==> src/rtl/unita_ricezione_rdy_ack_pkg.sv <==
// Shared definitions for the receive-side RDY/ACK unit: FSM state
// encodings, default geometry and statistics counter width.
// The optional statistics ports of the top level are enabled with the
// UNITA_RICEZIONE_STAT_EN macro.
package unita_ricezione_rdy_ack_pkg;

    // Two-state receive FSM, kept as plain constants for legacy tools.
    localparam logic [0:0] ATTESA = 1'b0;   // waiting for a pending message
    localparam logic [0:0] SCARTO = 1'b1;   // one cycle ignoring the stale rdy

    // Default message width and FIFO depth (depth must be a power of 2, >= 2).
    localparam int WIDTH_DEF = 32;
    localparam int DEPTH_DEF = 4;

    // Width of the optional statistics counters.
    localparam int STAT_W = 16;

    // Increment that sticks at all-ones instead of wrapping.
    function automatic logic [STAT_W-1:0] incr_saturato(input logic [STAT_W-1:0] v);
        return (v == {STAT_W{1'b1}}) ? v : v + STAT_W'(1);
    endfunction

endpackage

==> src/rtl/unita_ricezione_rdy_ack_coda.sv <==
// coda_messaggi: synchronous FIFO holding captured messages until the
// stack core accepts them. The head entry is kept in its own register so
// dato_out is a clean flop output that holds its last value when empty.
// A pop request on an empty queue and a push request on a full queue are
// both ignored.
module coda_messaggi
    import unita_ricezione_rdy_ack_pkg::*;
#(
    parameter int WIDTH = WIDTH_DEF,
    parameter int DEPTH = DEPTH_DEF
) (
    input  logic                     clock,
    input  logic                     reset_n,
    input  logic                     push_i,
    input  logic [WIDTH-1:0]         din_i,
    input  logic                     pop_i,
    output logic [WIDTH-1:0]         dout_o,
    output logic                     full_o,
    output logic                     empty_o,
    output logic [$clog2(DEPTH):0]   count_o
);

    localparam int AW = $clog2(DEPTH);
    localparam int CW = AW + 1;
    localparam logic [CW-1:0] DEPTH_C = CW'(DEPTH);
    localparam logic [CW-1:0] ONE_C   = CW'(1);

    logic [WIDTH-1:0] mem_q [DEPTH];
    logic [AW-1:0]    wr_ptr_q, wr_ptr_d;
    logic [AW-1:0]    rd_ptr_q, rd_ptr_d;
    logic [AW-1:0]    rd_succ;
    logic [CW-1:0]    count_q, count_d;
    logic [WIDTH-1:0] head_q, head_d;
    logic             push_ok, pop_ok;
    logic             full, empty;

    assign full  = (count_q == DEPTH_C);
    assign empty = (count_q == '0);

    // Next-state for pointers, occupancy and the registered head entry.
    always_comb begin
        push_ok  = push_i && !full;
        pop_ok   = pop_i && !empty;
        wr_ptr_d = wr_ptr_q;
        rd_ptr_d = rd_ptr_q;
        count_d  = count_q;
        rd_succ  = rd_ptr_q + AW'(1);
        head_d   = head_q;

        if (push_ok) begin
            wr_ptr_d = wr_ptr_q + AW'(1);
        end
        if (pop_ok) begin
            rd_ptr_d = rd_succ;
        end

        case ({push_ok, pop_ok})
            2'b10:   count_d = count_q + ONE_C;
            2'b01:   count_d = count_q - ONE_C;
            default: count_d = count_q;
        endcase

        // After a pop the new head is the next stored entry, or the entry
        // being written right now if the queue held only one message.
        // A push into an empty queue becomes the head directly.
        if (pop_ok) begin
            head_d = (count_q > ONE_C) ? mem_q[rd_succ] : din_i;
        end else if (empty) begin
            head_d = din_i;
        end
        // Nothing left to present: keep showing the last value.
        if (count_d == '0) begin
            head_d = head_q;
        end
    end

    // Storage array; no reset so it maps onto plain RAM/LUT memory.
    always_ff @(posedge clock) begin
        if (push_ok) begin
            mem_q[wr_ptr_q] <= din_i;
        end
    end

    // Control state; reset flushes the queue and clears the head.
    always_ff @(posedge clock) begin
        if (!reset_n) begin
            wr_ptr_q <= '0;
            rd_ptr_q <= '0;
            count_q  <= '0;
            head_q   <= '0;
        end else begin
            wr_ptr_q <= wr_ptr_d;
            rd_ptr_q <= rd_ptr_d;
            count_q  <= count_d;
            head_q   <= head_d;
        end
    end

    assign dout_o  = head_q;
    assign full_o  = full;
    assign empty_o = empty;
    assign count_o = count_q;

endmodule

==> src/rtl/unita_ricezione_rdy_ack.sv <==
// unita_ricezione_rdy_ack: receive side of a level-transition RDY/ACK
// channel. A pending message (rdy=1) is captured into a small FIFO, the
// detector is cleared with a one-cycle beta pulse and the sender is
// acknowledged by toggling ack_out. Buffered messages are offered to the
// stack core on a valid/ready interface.
// Optional statistics ports (n_ricevuti, n_stalli) are present only when
// UNITA_RICEZIONE_STAT_EN is defined.
module unita_ricezione_rdy_ack
    import unita_ricezione_rdy_ack_pkg::*;
#(
    parameter int WIDTH = WIDTH_DEF,
    parameter int DEPTH = DEPTH_DEF
) (
    input  logic                     clock,
    input  logic                     reset_n,
    input  logic                     rdy,
    input  logic [WIDTH-1:0]         msg_in,
    output logic                     beta_out,
    output logic                     ack_out,
    output logic [WIDTH-1:0]         dato_out,
    output logic                     valido_out,
    input  logic                     pronto_in,
    output logic [$clog2(DEPTH):0]   count_out
`ifdef UNITA_RICEZIONE_STAT_EN
    ,
    output logic [STAT_W-1:0]        n_ricevuti,
    output logic [STAT_W-1:0]        n_stalli
`endif
);

    logic [0:0] state_q, state_d;
    logic       beta_q, beta_d;
    logic       ack_q, ack_d;
    logic       push;
    logic       pop;
    logic       fifo_full;
    logic       fifo_empty;

    // Capture decision and FSM next state. The FIFO full flag comes from
    // the registered count, so a pop this cycle cannot make room for a
    // push in the same cycle.
    always_comb begin
        push    = 1'b0;
        state_d = state_q;
        case (state_q)
            ATTESA: begin
                push    = rdy && !fifo_full;
                state_d = push ? SCARTO : ATTESA;
            end
            SCARTO: begin
                // rdy is still high from the message just taken: the
                // detector clears one edge after seeing beta.
                state_d = ATTESA;
            end
            default: state_d = ATTESA;
        endcase
        beta_d = push;
        ack_d  = ack_q ^ push;
    end

    // FSM, beta pulse and ACK level registers.
    always_ff @(posedge clock) begin
        if (!reset_n) begin
            state_q <= ATTESA;
            beta_q  <= 1'b0;
            ack_q   <= 1'b0;
        end else begin
            state_q <= state_d;
            beta_q  <= beta_d;
            ack_q   <= ack_d;
        end
    end

    // The core only pops when there is something to take.
    assign pop = pronto_in && !fifo_empty;

    coda_messaggi #(
        .WIDTH (WIDTH),
        .DEPTH (DEPTH)
    ) u_coda (
        .clock   (clock),
        .reset_n (reset_n),
        .push_i  (push),
        .din_i   (msg_in),
        .pop_i   (pop),
        .dout_o  (dato_out),
        .full_o  (fifo_full),
        .empty_o (fifo_empty),
        .count_o (count_out)
    );

    assign beta_out   = beta_q;
    assign ack_out    = ack_q;
    assign valido_out = !fifo_empty;

`ifdef UNITA_RICEZIONE_STAT_EN
    logic [STAT_W-1:0] n_ricevuti_q, n_ricevuti_d;
    logic [STAT_W-1:0] n_stalli_q, n_stalli_d;
    logic              stallo;

    // Captures wrap; stall cycles (waiting in ATTESA with a message
    // pending but no room) saturate.
    always_comb begin
        stallo       = (state_q == ATTESA) && rdy && fifo_full;
        n_ricevuti_d = push ? n_ricevuti_q + STAT_W'(1) : n_ricevuti_q;
        n_stalli_d   = stallo ? incr_saturato(n_stalli_q) : n_stalli_q;
    end

    // Statistics registers.
    always_ff @(posedge clock) begin
        if (!reset_n) begin
            n_ricevuti_q <= '0;
            n_stalli_q   <= '0;
        end else begin
            n_ricevuti_q <= n_ricevuti_d;
            n_stalli_q   <= n_stalli_d;
        end
    end

    assign n_ricevuti = n_ricevuti_q;
    assign n_stalli   = n_stalli_q;
`endif

endmodule

==> config.mk <==
export PLATFORM = sky130hd
export DESIGN_NAME = unita_ricezione_rdy_ack
export DESIGN_NICKNAME = d
export VERILOG_FILES = /design/src/rtl/unita_ricezione_rdy_ack_pkg.sv /design/src/rtl/unita_ricezione_rdy_ack_coda.sv /design/src/rtl/unita_ricezione_rdy_ack.sv
export SDC_FILE = /design/constraint.sdc
export NUM_CORES = 1
export LEC_CHECK = 0
export ABC_AREA = 1
export CAP_MARGIN = 20
export CORE_MARGIN = 2
export CORE_UTILIZATION = 51
export DETAILED_ROUTE_END_ITERATION = 8
export PLACE_DENSITY = 0.75
export SYNTH_ARGS = -nofsm -noshare
export SYNTH_HDL_FRONTEND = slang
export SYNTH_SLANG_ARGS = --single-unit
export TNS_END_PERCENT = 30
==> constraint.sdc <==
create_clock -name clock -period 3.3 [get_ports clock]
set_clock_uncertainty 0.2 [all_clocks]
set_input_delay 0.66 -clock clock [delete_from_list [all_inputs] [get_ports clock]]
set_output_delay 0.66 -clock clock [all_outputs]
set_load 0.03 [all_outputs]
Word-level counts from Yosys, hierarchy flattened
Memories as Yosys holds them, arrays and structs flattened.
Index checks and enable logic that the tools add are counted.
W data, S select, Z words.
{"block": "op_classes", "n_addsub": 4, "n_lt_le_gt_ge": 1, "n_eq_ne": 3, "muxes": 9, "bitwise_logic": 3, "n_reduce_logical": 10}
{"cell": "$mux W32", "count": 3}
{"cell": "$logic_not A3 Y1", "count": 2}
{"cell": "$pmux W3 S2", "count": 1}
{"cell": "$add A2 B1 Y2 const B", "count": 2}
{"cell": "$logic_and A1 B1 Y1", "count": 4}
{"cell": "$mux W1", "count": 4}
{"cell": "$add A3 B1 Y3 const B", "count": 1}
{"cell": "$eq A3 B3 Y1 const B", "count": 1}
{"cell": "$gt A3 B1 Y1 const B", "count": 1}
{"cell": "$sub A3 B1 Y3 const B", "count": 1}
{"cell": "$eq A2 B1 Y1 const B", "count": 1}
{"cell": "$eq A2 B2 Y1 const B", "count": 1}
{"cell": "$logic_not A1 Y1", "count": 2}
{"cell": "$not A1 Y1", "count": 2}
{"cell": "$pmux W1 S2", "count": 1}
{"cell": "$reduce_and A2 Y1", "count": 1}
{"cell": "$reduce_bool A2 Y1", "count": 1}
{"cell": "$xor A1 B1 Y1", "count": 1}
{"block": "word_totals", "reg_bits": 42, "ramBits": 128, "output_inout_bits": 38, "mem_count": 1}
{"memory": "u_coda.mem_q", "depth": 4, "width": 32, "rd": 1, "rd_clocked_by_memory_dff": 0, "write_ports": 1, "line_no": "unita_ricezione_rdy_ack_coda.sv:28", "source": "logic [WIDTH-1:0] mem_q [DEPTH];"}

Logic depth before layout (Yosys ltp)
Gate-level depths: netlist of run 1.
{"block": "depth", "depth_word": 10, "mapped_depth": 17, "ltp_nobuf": 16}

Hierarchy
From an unflattened synthesis of run 1, not the netlist that was laid out.
{"block": "hier_totals", "cells_unflattened": 769, "area_unflattened_um2": 7186.9}
{"mod": "coda_messaggi", "instances": 1, "cells_each": 753, "area_per_inst_um2": 7088.0, "seq_area_each_um2": 4624.4}
{"mod": "unita_ricezione_rdy_ack", "instances": 1, "cells_each": 16, "area_per_inst_um2": 98.8, "seq_area_each_um2": 40.0}

Worst setup path after synthesis of run 1
OpenSTA, ideal clock, no wires.
{"block": "synth_path", "kind": "register -> register", "from": "reg u_coda.count_q[0] (netlist: u_coda.count_o[0])", "to": "mem u_coda.mem_q[0][0] (netlist name), enable pin", "setup_time_ns": 0.421, "arrival_ns": 2.820, "slack_ns": -0.141, "path_stages_with_launch": 8, "path_buffers": 0, "synth_period_minus_slack_ns": 3.441, "path_cell_list": "dfxtp_1 > inv_1 > ha_1 > nand2_1 > nand2_1 > nor2_1 > clkinv_1 > nor2_1"}
{"block": "synth_between", "elab_chain_cells": 7}
{"item": "start, declared", "line_no": "unita_ricezione_rdy_ack_coda.sv:32", "source": "logic [CW-1:0] count_q, count_d;"}
{"item": "start signal, assigned", "line_no": "unita_ricezione_rdy_ack_coda.sv:94", "source": "count_q <= count_d;"}
{"item": "$eq A3 B3 Y1 (*)", "line_no": "unita_ricezione_rdy_ack_coda.sv:37", "source": "assign full = (count_q == DEPTH_C);"}
{"item": "$logic_not A1 Y1 (*)", "line_no": "unita_ricezione_rdy_ack_coda.sv:42, unita_ricezione_rdy_ack.sv:47"}
{"item": "$logic_and A1 B1 Y1", "line_no": "unita_ricezione_rdy_ack.sv:47", "source": "push = rdy && !fifo_full;"}
{"item": "$mux W1", "line_no": "unita_ricezione_rdy_ack.sv:45", "source": "case (state_q)"}
{"item": "$logic_and A1 B1 Y1 (*)", "line_no": "unita_ricezione_rdy_ack_coda.sv:42", "source": "push_ok = push_i && !full;"}
{"item": "net u_coda.push_ok", "line_no": "unita_ricezione_rdy_ack_coda.sv:34", "source": "logic push_ok, pop_ok;"}
{"item": "$mux W1 (*)", "line_no": "unita_ricezione_rdy_ack_coda.sv:79", "source": "if (push_ok) begin"}
{"item": "$mux W1 (not written as such) (*)", "line_no": "unita_ricezione_rdy_ack_coda.sv:80", "source": "mem_q[wr_ptr_q] <= din_i;"}
{"item": "end, declared", "line_no": "unita_ricezione_rdy_ack_coda.sv:28"}
The timed path passes the listed nets; every way through them passes the cells marked *.

Worst setup path in the final report of run 1
{"block": "layout_path", "from": "reg u_coda.count_q[0] (netlist: u_coda.count_o[0])", "to": "out valido_out"}
{"block": "layout_between", "elab_chain_cells": 2}
{"item": "$logic_not A3 Y1", "line_no": "unita_ricezione_rdy_ack_coda.sv:38", "source": "assign empty = (count_q == '0);"}
{"item": "$logic_not A1 Y1", "line_no": "unita_ricezione_rdy_ack.sv:94", "source": "assign valido_out = !fifo_empty;"}
{"item": "end, declared", "line_no": "unita_ricezione_rdy_ack.sv:21", "source": "output logic valido_out,"}
Every way passes these cells.

==> results of run 1 <==
-- worst paths after layout --
check                                       start                end
worst max-delay path            u_coda.count_o[0]         valido_out
worst min-delay path                      ack_out            ack_out
worst max register to register  u_coda.count_o[0]  u_coda.dout_o[21]
worst min register to register            ack_out            ack_out
-- flip-flops by register name, indices dropped and copies added, names as in the netlist --
signal / count
ack_out: 1
state_q: 1
u_coda.count_o: 3
u_coda.dout_o: 32
u_coda.mem_q: 128
u_coda.rd_ptr_q: 2
u_coda.wr_ptr_q: 2
-- cells in the mapped netlist --
cell type,n
clkinv_1,1
inv_2,3
nor2_1,106
nand2_4,1
o21ai_0,26
a21oi_2,1
nand3_1,33
ha_1,10
edfxtp_1,128
nand3_2,1
nand2_2,3
buf_4,1
dfxtp_1,41
or2_2,2
or2_0,30
buf_1,3
clkbuf_1,11
o21ai_1,10
clkbuf_2,1
o211ai_1,1
nand2_1,244
inv_1,80
a211oi_1,1
buf_2,16
buf_6,6
a21oi_1,38
-- cell type report --
cell class	instances	area (µm²)	share of cell area, %
Multi-Input combinational cell	507	2271	25.12
Clock inverter	13	195.2	2.159
Inverter	84	315.3	3.487
Tap cell	184	230.2	2.546
Timing Repair Buffer	93	930.9	10.30
Sequential cell	169	4666	51.61
Clock buffer	19	432.9	4.788
-- logic make-up (layout without fill, tap and decap cells) --
group | Yosys count | in the layout | synth area share, %
AND/OR/NAND/NOR | 420 | 420 | 23.14
AO/OA/AOI/OAI | 77 | 77 | 5.304
flip-flops | 169 | 169 | 62.77
adder cells (fa/ha/maj) | 10 | 10 | 1.684
buffers and inverters | 122 | 209 | 7.105
-- per-layer routing --
metal	part of all wire, %	vias to the layer above	global-route usage (%)
met2	49	104	34.33
met3	4.3	20	5.112
met1	45	2511	26.40
met4	1.4	0	6.609
li1	-	2691	-
met5	0	-	0
-- power groups by stage --
| stage | combinational [mW] | clock (mW) | sequential (mW) |
|---|---|---|---|
| floorplan | 1.10 | 0 | 3.18 |
| finish | 2.31 | 2.12 | 2.74 |
| detailed placement | 2.32 | 0 | 2.78 |
| CTS | 2.33 | 2.13 | 2.74 |
| global placement | 2.27 | 0 | 2.78 |
| global route | 2.55 | 2.22 | 2.78 |
-- placed cells by master (no fill, tap or decap) --
| cell type | synthesis | layout |
|---|---|---|
| nor2_4 | 0 | 4 |
| nand3_1 | 33 | 33 |
| nand2_2 | 3 | 4 |
| dfxtp_2 | 0 | 1 |
| dfxtp_1 | 41 | 40 |
| o21ai_1 | 10 | 10 |
| o211ai_1 | 1 | 1 |
| clkinvlp_4 | 0 | 2 |
| nor2_1 | 106 | 102 |
| edfxtp_1 | 128 | 128 |
| clkbuf_1 | 11 | 2 |
| a21oi_2 | 1 | 1 |
| a21oi_1 | 38 | 38 |
| bufinv_16 | 0 | 4 |
| inv_8 | 0 | 1 |
| or2_2 | 2 | 2 |
| clkdlybuf4s50_1 | 0 | 73 |
| inv_6 | 0 | 1 |
| clkbuf_16 | 0 | 17 |
| o21ai_0 | 26 | 26 |
| inv_1 | 80 | 80 |
| buf_4 | 1 | 16 |
| ha_1 | 10 | 10 |
| clkinv_4 | 0 | 4 |
| or2_0 | 30 | 30 |
| clkinv_1 | 1 | 1 |
| clkinv_2 | 0 | 1 |
| nand2_4 | 1 | 1 |
| buf_12 | 0 | 4 |
| inv_2 | 3 | 3 |
| a211oi_1 | 1 | 1 |
| nand3_2 | 1 | 1 |
| nand2_1 | 244 | 243 |
-- per-stage QoR --
step	std cells	utilization, %
final	1069	62.92
after floorplan	798	-
after CTS	1069	62.92
after global routing	1069	62.92
after detailed placement	1037	58.55
after global placement	1037	58.55
==> metrics.md, run 1 <==
| Metric | Value |
|---|---|
| Gate power share | `32.2%` |
| First drt pass iteration count | `5` |
| Slew @ Worst Pin | `0.7667 ns` |
| Gr usage total | `20.55%` |
| Via density | `4.982` |
| CP Cell Sequence | `inv_1, ha_1, nand2_2, clkdlybuf4s50_1` |
| Worst path depth | `4` |
| Status | `finished, final reports clean` |
| Hold WC Path Type | `register to register` |
| Peak supply drop | `0.5913 mV` |
| Maximum fanout along the worst path | `5` |
| RSZ-0062 raised after global routing | `no` |
| Slew Limit Fails | `0` |
| Final-stage net count | `918` |
| Place WS | `0.3301 ns` |
| Register clock-pin slew on the reported worst setup and hold paths | `0.06 ns` |
| Synth warnings | `0` |
| Crit path max-delay family | `buffers and inverters` |
| CP startpoint kind | `register` |
| CTS Buf Count | `17` |
| CTS tree | `done` |
| Clock latency on the worst-skew pair | `0.43 ns` |
| Critical Path RT | `2.44 ns` |
| Fill cells | `1117` |
| Yosys cell types | `26` |
| Switching power total | `2.433 mW` |
| Most area-hungry cell type in the Yosys netlist | `edfxtp_1` |
| Cell Pwr Density | `793.4 nW/µm²` |
| Die area | `15550 µm²` |
| Maxcap violations | `0` |
| Die height | `124.7 µm` |
| Sequential share of power | `38.2%` |
| Syn_nets | `844` |
| Io pins | `74` |
| Htree depth | `4` |
| Mean post-synth cell area | `9.312 µm²` |
| Hold WS | `0.2619 ns` |
| Post-CTS Setup Bufs | `0` |
| Final instance area | `9041 µm²` |
| Overflow after GRT | `0` |
| I/O Buffers | `73` |
| Clk pwr share | `29.6%` |
| Largest stage delay on the critical path | `0.68 ns` |
| Post-synthesis cell count | `798` |
| Post-route ant nets | `0` |
| Post-DP Area | `8413 µm²` |
| Global placement routability congestion | `0.8381` |
| Power Total | `7.174 mW` |
| N_diodes | `0` |
| Post-CTS Hold Fix Bufs | `0` |
| Initial DRC count | `384` |
| Fmax | `355.3 MHz` |
| Post-Route WL | `15450 µm` |
| Placeable Area | `14370 µm²` |
| Post-synth top area share | `51.73%` |
| Antenna violations before repair | `0` |
| CTS root buf | `clkbuf_16` |
| Global-route wire length before repair | `25370 µm` |
| Slew margin rel. | `48.73%` |
| Finish-stage setup viols | `0` |
| Layout cells sized above 1 | `7.571%` |
| Area Overhead vs Synth | `21.67%` |
| Buf/Inv on CP | `2` |
| Sw Share | `33.91%` |
| Detailed-route via count | `5326` |
| Synth Cell Area | `7431 µm²` |
| Pint | `4.741 mW` |
| Sink Count | `169` |
| CP max stage cell | `clkdlybuf4s50_1` |
| Sequential area share after synthesis | `62.77%` |
| Clock Tree Buf Depth | `2` |
| Post-route setup slack | `0.4852 ns` |
| Die width | `124.7 µm` |
| Fin crit share | `85.30%` |
| Vias in the first global route | `5177` |
| Largest net degree at the start of global routing | `57` |
| Setup CP Type | `register to output port` |
| Worst EP arrival | `1.95 ns` |
| #FFs+latches synth | `169` |
| Leakage | `3.815 nW` |
| Drc violations | `0` |
| Row count | `44` |
| Routed len/inst | `14.45 µm` |
| Setup TNS | `0 ns` |
| Ranking of synthesized cells by area | `edfxtp_1, nand2_1, dfxtp_1, nor2_1, inv_1` |
| Reg2Reg Setup Slack | `0.62 ns` |
| Hold Fails Final Rpt | `0` |
| Worst Hold Path Cells | `1` |
| Post-DP HPWL | `9368 µm` |
| Worst setup EP type | `output port` |
| Post-CTS sizing | `0` |
| Minimum clock period | `2.815 ns` |
| Starting Density | `51.72%` |
| Cell depth of the worst flop-to-flop path | `14` |
Power figures use the tool's default switching activity.
==> inputs of run 2 (changes only) <==
--- a/config.mk
+++ b/config.mk
@@ -9,9 +9,10 @@
 export CAP_MARGIN = 20
 export CORE_MARGIN = 2
 export CORE_UTILIZATION = 51
+export CTS_CLUSTER_SIZE = 25
 export DETAILED_ROUTE_END_ITERATION = 8
 export PLACE_DENSITY = 0.75
 export SYNTH_ARGS = -nofsm -noshare
 export SYNTH_HDL_FRONTEND = slang
 export SYNTH_SLANG_ARGS = --single-unit
-export TNS_END_PERCENT = 30
+export TNS_END_PERCENT = 50
==> results of run 2 <==
Same layout as run 1: the final DEF is identical, and so are final timing and power.
==> inputs of run 3 (changes only) <==
--- a/config.mk
+++ b/config.mk
@@ -11,8 +11,11 @@
 export CORE_UTILIZATION = 51
 export CTS_CLUSTER_SIZE = 25
 export DETAILED_ROUTE_END_ITERATION = 8
-export PLACE_DENSITY = 0.75
+export PLACE_DENSITY = 0.76
+export REMOVE_ABC_BUFFERS = 1
+export SETUP_SLACK_MARGIN = 0.02
 export SYNTH_ARGS = -nofsm -noshare
 export SYNTH_HDL_FRONTEND = slang
+export SYNTH_HIERARCHICAL = 1
 export SYNTH_SLANG_ARGS = --single-unit
 export TNS_END_PERCENT = 50
==> run 3 against run 2 <==
Against the previous run:
- setup slack worse by 0.15 ns
- register-to-register slack worse by 0.29 ns
- clock power is 6% lower
- flip-flop and latch count stayed put
- cell count is 3.0% lower
- total power is 21% lower
- combinational power is 51% lower
- non-clock buffer count is 6 lower
- sequential share of layout area is 1.6 points higher
==> metrics.md, run 3 <==
| Metric | Value |
|---|---|
| Sequential area share after synthesis | `64.90%` |
| Clock Tree Buf Depth | `2` |
| Peak supply drop | `0.5377 mV` |
| Commonest non-fill, non-tap cell in the layout | `nand2_1` |
| Layout cells sized above 1 | `6.884%` |
| Reg2Reg Setup Slack | `0.33 ns` |
| Status | `finished, final reports clean` |
| CTS Buf Count | `17` |
| Routed len/inst | `14.55 µm` |
| Slew @ Worst Pin | `0.7412 ns` |
| Gr usage total | `21.66%` |
| I/O Buffers | `73` |
| Most area-hungry cell type in the Yosys netlist | `edfxtp_1` |
| Final-stage net count | `891` |
| Mean post-synth cell area | `9.346 µm²` |
| Clock latency on the worst-skew pair | `0.43 ns` |
| Die area | `15060 µm²` |
| Power Total | `5.695 mW` |
| Vias in the first global route | `5038` |
| Placeable Area | `13830 µm²` |
| Cell depth of the worst flop-to-flop path | `17` |
| Synth top cells by count | `nand2_1, edfxtp_1, nor2_1, inv_1, dfxtp_1` |
| Fin crit share | `89.97%` |
| Worst Hold Path Cells | `4` |
| Post-route ant nets | `0` |
| Number of synthesized flops with an enable pin | `128` |
| Area Overhead vs Synth | `22.01%` |
| Hold Fails Final Rpt | `0` |
| Io pins | `74` |
| Via density | `4.942` |
| Row count | `43` |
| Worst EP arrival | `3.09 ns` |
| Hold endpoint | `u_coda/dout_o[17]` |
| Post-DP HPWL | `8611 µm` |
| Most flops, register | `u_coda/mem_q` |
| Synth Cell Area | `7187 µm²` |
| N_diodes | `0` |
| Sequential share of power | `44.8%` |
| Htree depth | `4` |
| Setup TNS | `0 ns` |
| Post-synthesis cell count | `769` |
| Maxcap violations | `0` |
| Maximum fanout along the worst path | `26` |
| Slew margin rel. | `50.53%` |
| Cell Pwr Density | `649.5 nW/µm²` |
| Synth warnings | `6` |
| Largest net degree at the start of global routing | `35` |
| Post-synth top area share | `53.48%` |
| First drt pass iteration count | `5` |
| Initial DRC count | `404` |
| Sw Share | `28.09%` |
| Asr flop ratio synth | `0%` |
| Most frequent cells in the layout | `nand2_1, edfxtp_1, nor2_1` |
| Switching power total | `1.600 mW` |
| Clk pwr share | `35.2%` |
| Setup CP Type | `register to register` |
| RSZ-0062 raised after global routing | `no` |
| Die width | `122.7 µm` |
| Ranking of synthesized cells by area | `edfxtp_1, nand2_1, dfxtp_1, nor2_1, inv_1` |
| Ys flop type | `edfxtp_1` |
| Crit Reg-Reg Endpoint | `u_coda/dout_o[6]` |
| Starting Density | `51.98%` |
| Finish-stage setup viols | `0` |
| Pint | `4.095 mW` |
| Worst setup EP type | `register` |
| Hold WC Path Type | `register to register` |
| Critical Path RT | `3.42 ns` |
| Fmax | `336.8 MHz` |
| Leakage | `3.777 nW` |
| Detailed-route via count | `5125` |
| Largest register FFs | `128` |
| Yosys cell types | `22` |
| Most common cell in the netlist | `nand2_1` |
| Minimum clock period | `2.969 ns` |
| CTS root buf | `clkbuf_16` |
| Drc violations | `0` |
| CP startpoint kind | `register` |
| Overflow after GRT | `0` |
| Post-Route WL | `15090 µm` |
| #FFs+latches synth | `169` |
| Critical R2R Launch | `u_coda/count_o[1]` |
| Global-route wire length before repair | `24730 µm` |
| Register clock-pin slew on the reported worst setup and hold paths | `0.06 ns` |
| Min-delay src | `u_coda/dout_o[17]` |
| Global placement routability congestion | `0.7943` |
| Slew Limit Fails | `0` |
| Sink Count | `169` |
| Antenna violations before repair | `1` |
| Post-CTS Hold Fix Bufs | `0` |
| Gate power share | `20.0%` |
| CTS tree | `done` |
| Die height | `122.7 µm` |
## run 3: power by group through the flow
stage	Clock, mW	Combinational, mW	Sequential [mW]
3_3_place_gp	0	1.12	2.59
4_1_cts	2.03	1.14	2.55
3_5_place_dp	0	1.14	2.59
5_1_grt	2.10	1.27	2.57
6_report	2.00	1.14	2.55
2_1_floorplan	0	0.455	2.79
## run 3: worst max path at each step
stage                            from                  to  cells past startpoint
global placement                  rdy   u_coda/dout_o[19]                     15
global route        u_coda/count_o[1]   u_coda/dout_o[20]                     17
finish              u_coda/count_o[1]    u_coda/dout_o[6]                     17
floorplan           u_coda/count_o[0]  u_coda/mem_q[0][0]                      9
CTS                 u_coda/count_o[0]          valido_out                      6
detailed placement                rdy   u_coda/dout_o[12]                     14
## run 3: cell type report
type	instances	area, µm²
fill	1077	5059
sequential	169	4666
multi-input combinational	506	2137
timing repair buffer	87	905.9
clock buffer	17	425.4
inverter	63	236.5
tap	180	225.2
clock inverter	15	172.7
## run 3: logic make-up after synthesis
family | Yosys count | share of synthesized area, %
flip-flops | 169 | 64.90
buffers and inverters | 94 | 5.884
AO/OA/AOI/OAI | 28 | 2.229
AND/OR/NAND/NOR | 467 | 25.07
adder cells (fa/ha/maj) | 11 | 1.915
## run 3: stage by stage
stage	cells	area (µm²)	util, %	hold WS (ns)	setup slack [ns]
global placement	1005	8169	59.08	0.2975	0.2309
global route	1037	8768	63.42	0.3413	0.05385
floorplan	738	7000	-	0.2897	-0.09532
finish	1037	8768	63.42	0.3118	0.3308
detailed placement	1005	8169	59.08	0.2992	0.1865
CTS	1037	8767	63.41	0.3123	0.2847
## run 3: worst max-delay path: stages (launching register included)
cell and delay [ns]:
dfxtp_1 0.35, inv_1 0.14, ha_1 0.20, inv_1 0.07
nor2_1 0.16, nor2_1 0.09, o21ai_2 0.16, inv_1 0.11
ha_1 0.35, inv_1 0.09, nand3_1 0.09, a21oi_1 0.14
nand2_1 0.10, nand2_4 0.19, buf_12 0.20, nand2_1 0.06
nand2_1 0.06, nor2_1 0.05
## run 3: layer usage
metal  share of wire [%]  track usage [%]  up-vias
met1                  45            28.45     2399
met3                 5.9            5.437       18
met5                   0                0        -
li1                    -                -     2573
met2                  48            35.01      135
met4                 1.5            7.687        0
## run 3: what timing repair did
item,4_1_cts,5_1_grt
setup endpoints to repair,0,2
resized for setup,0,1
setup buffers,0,0
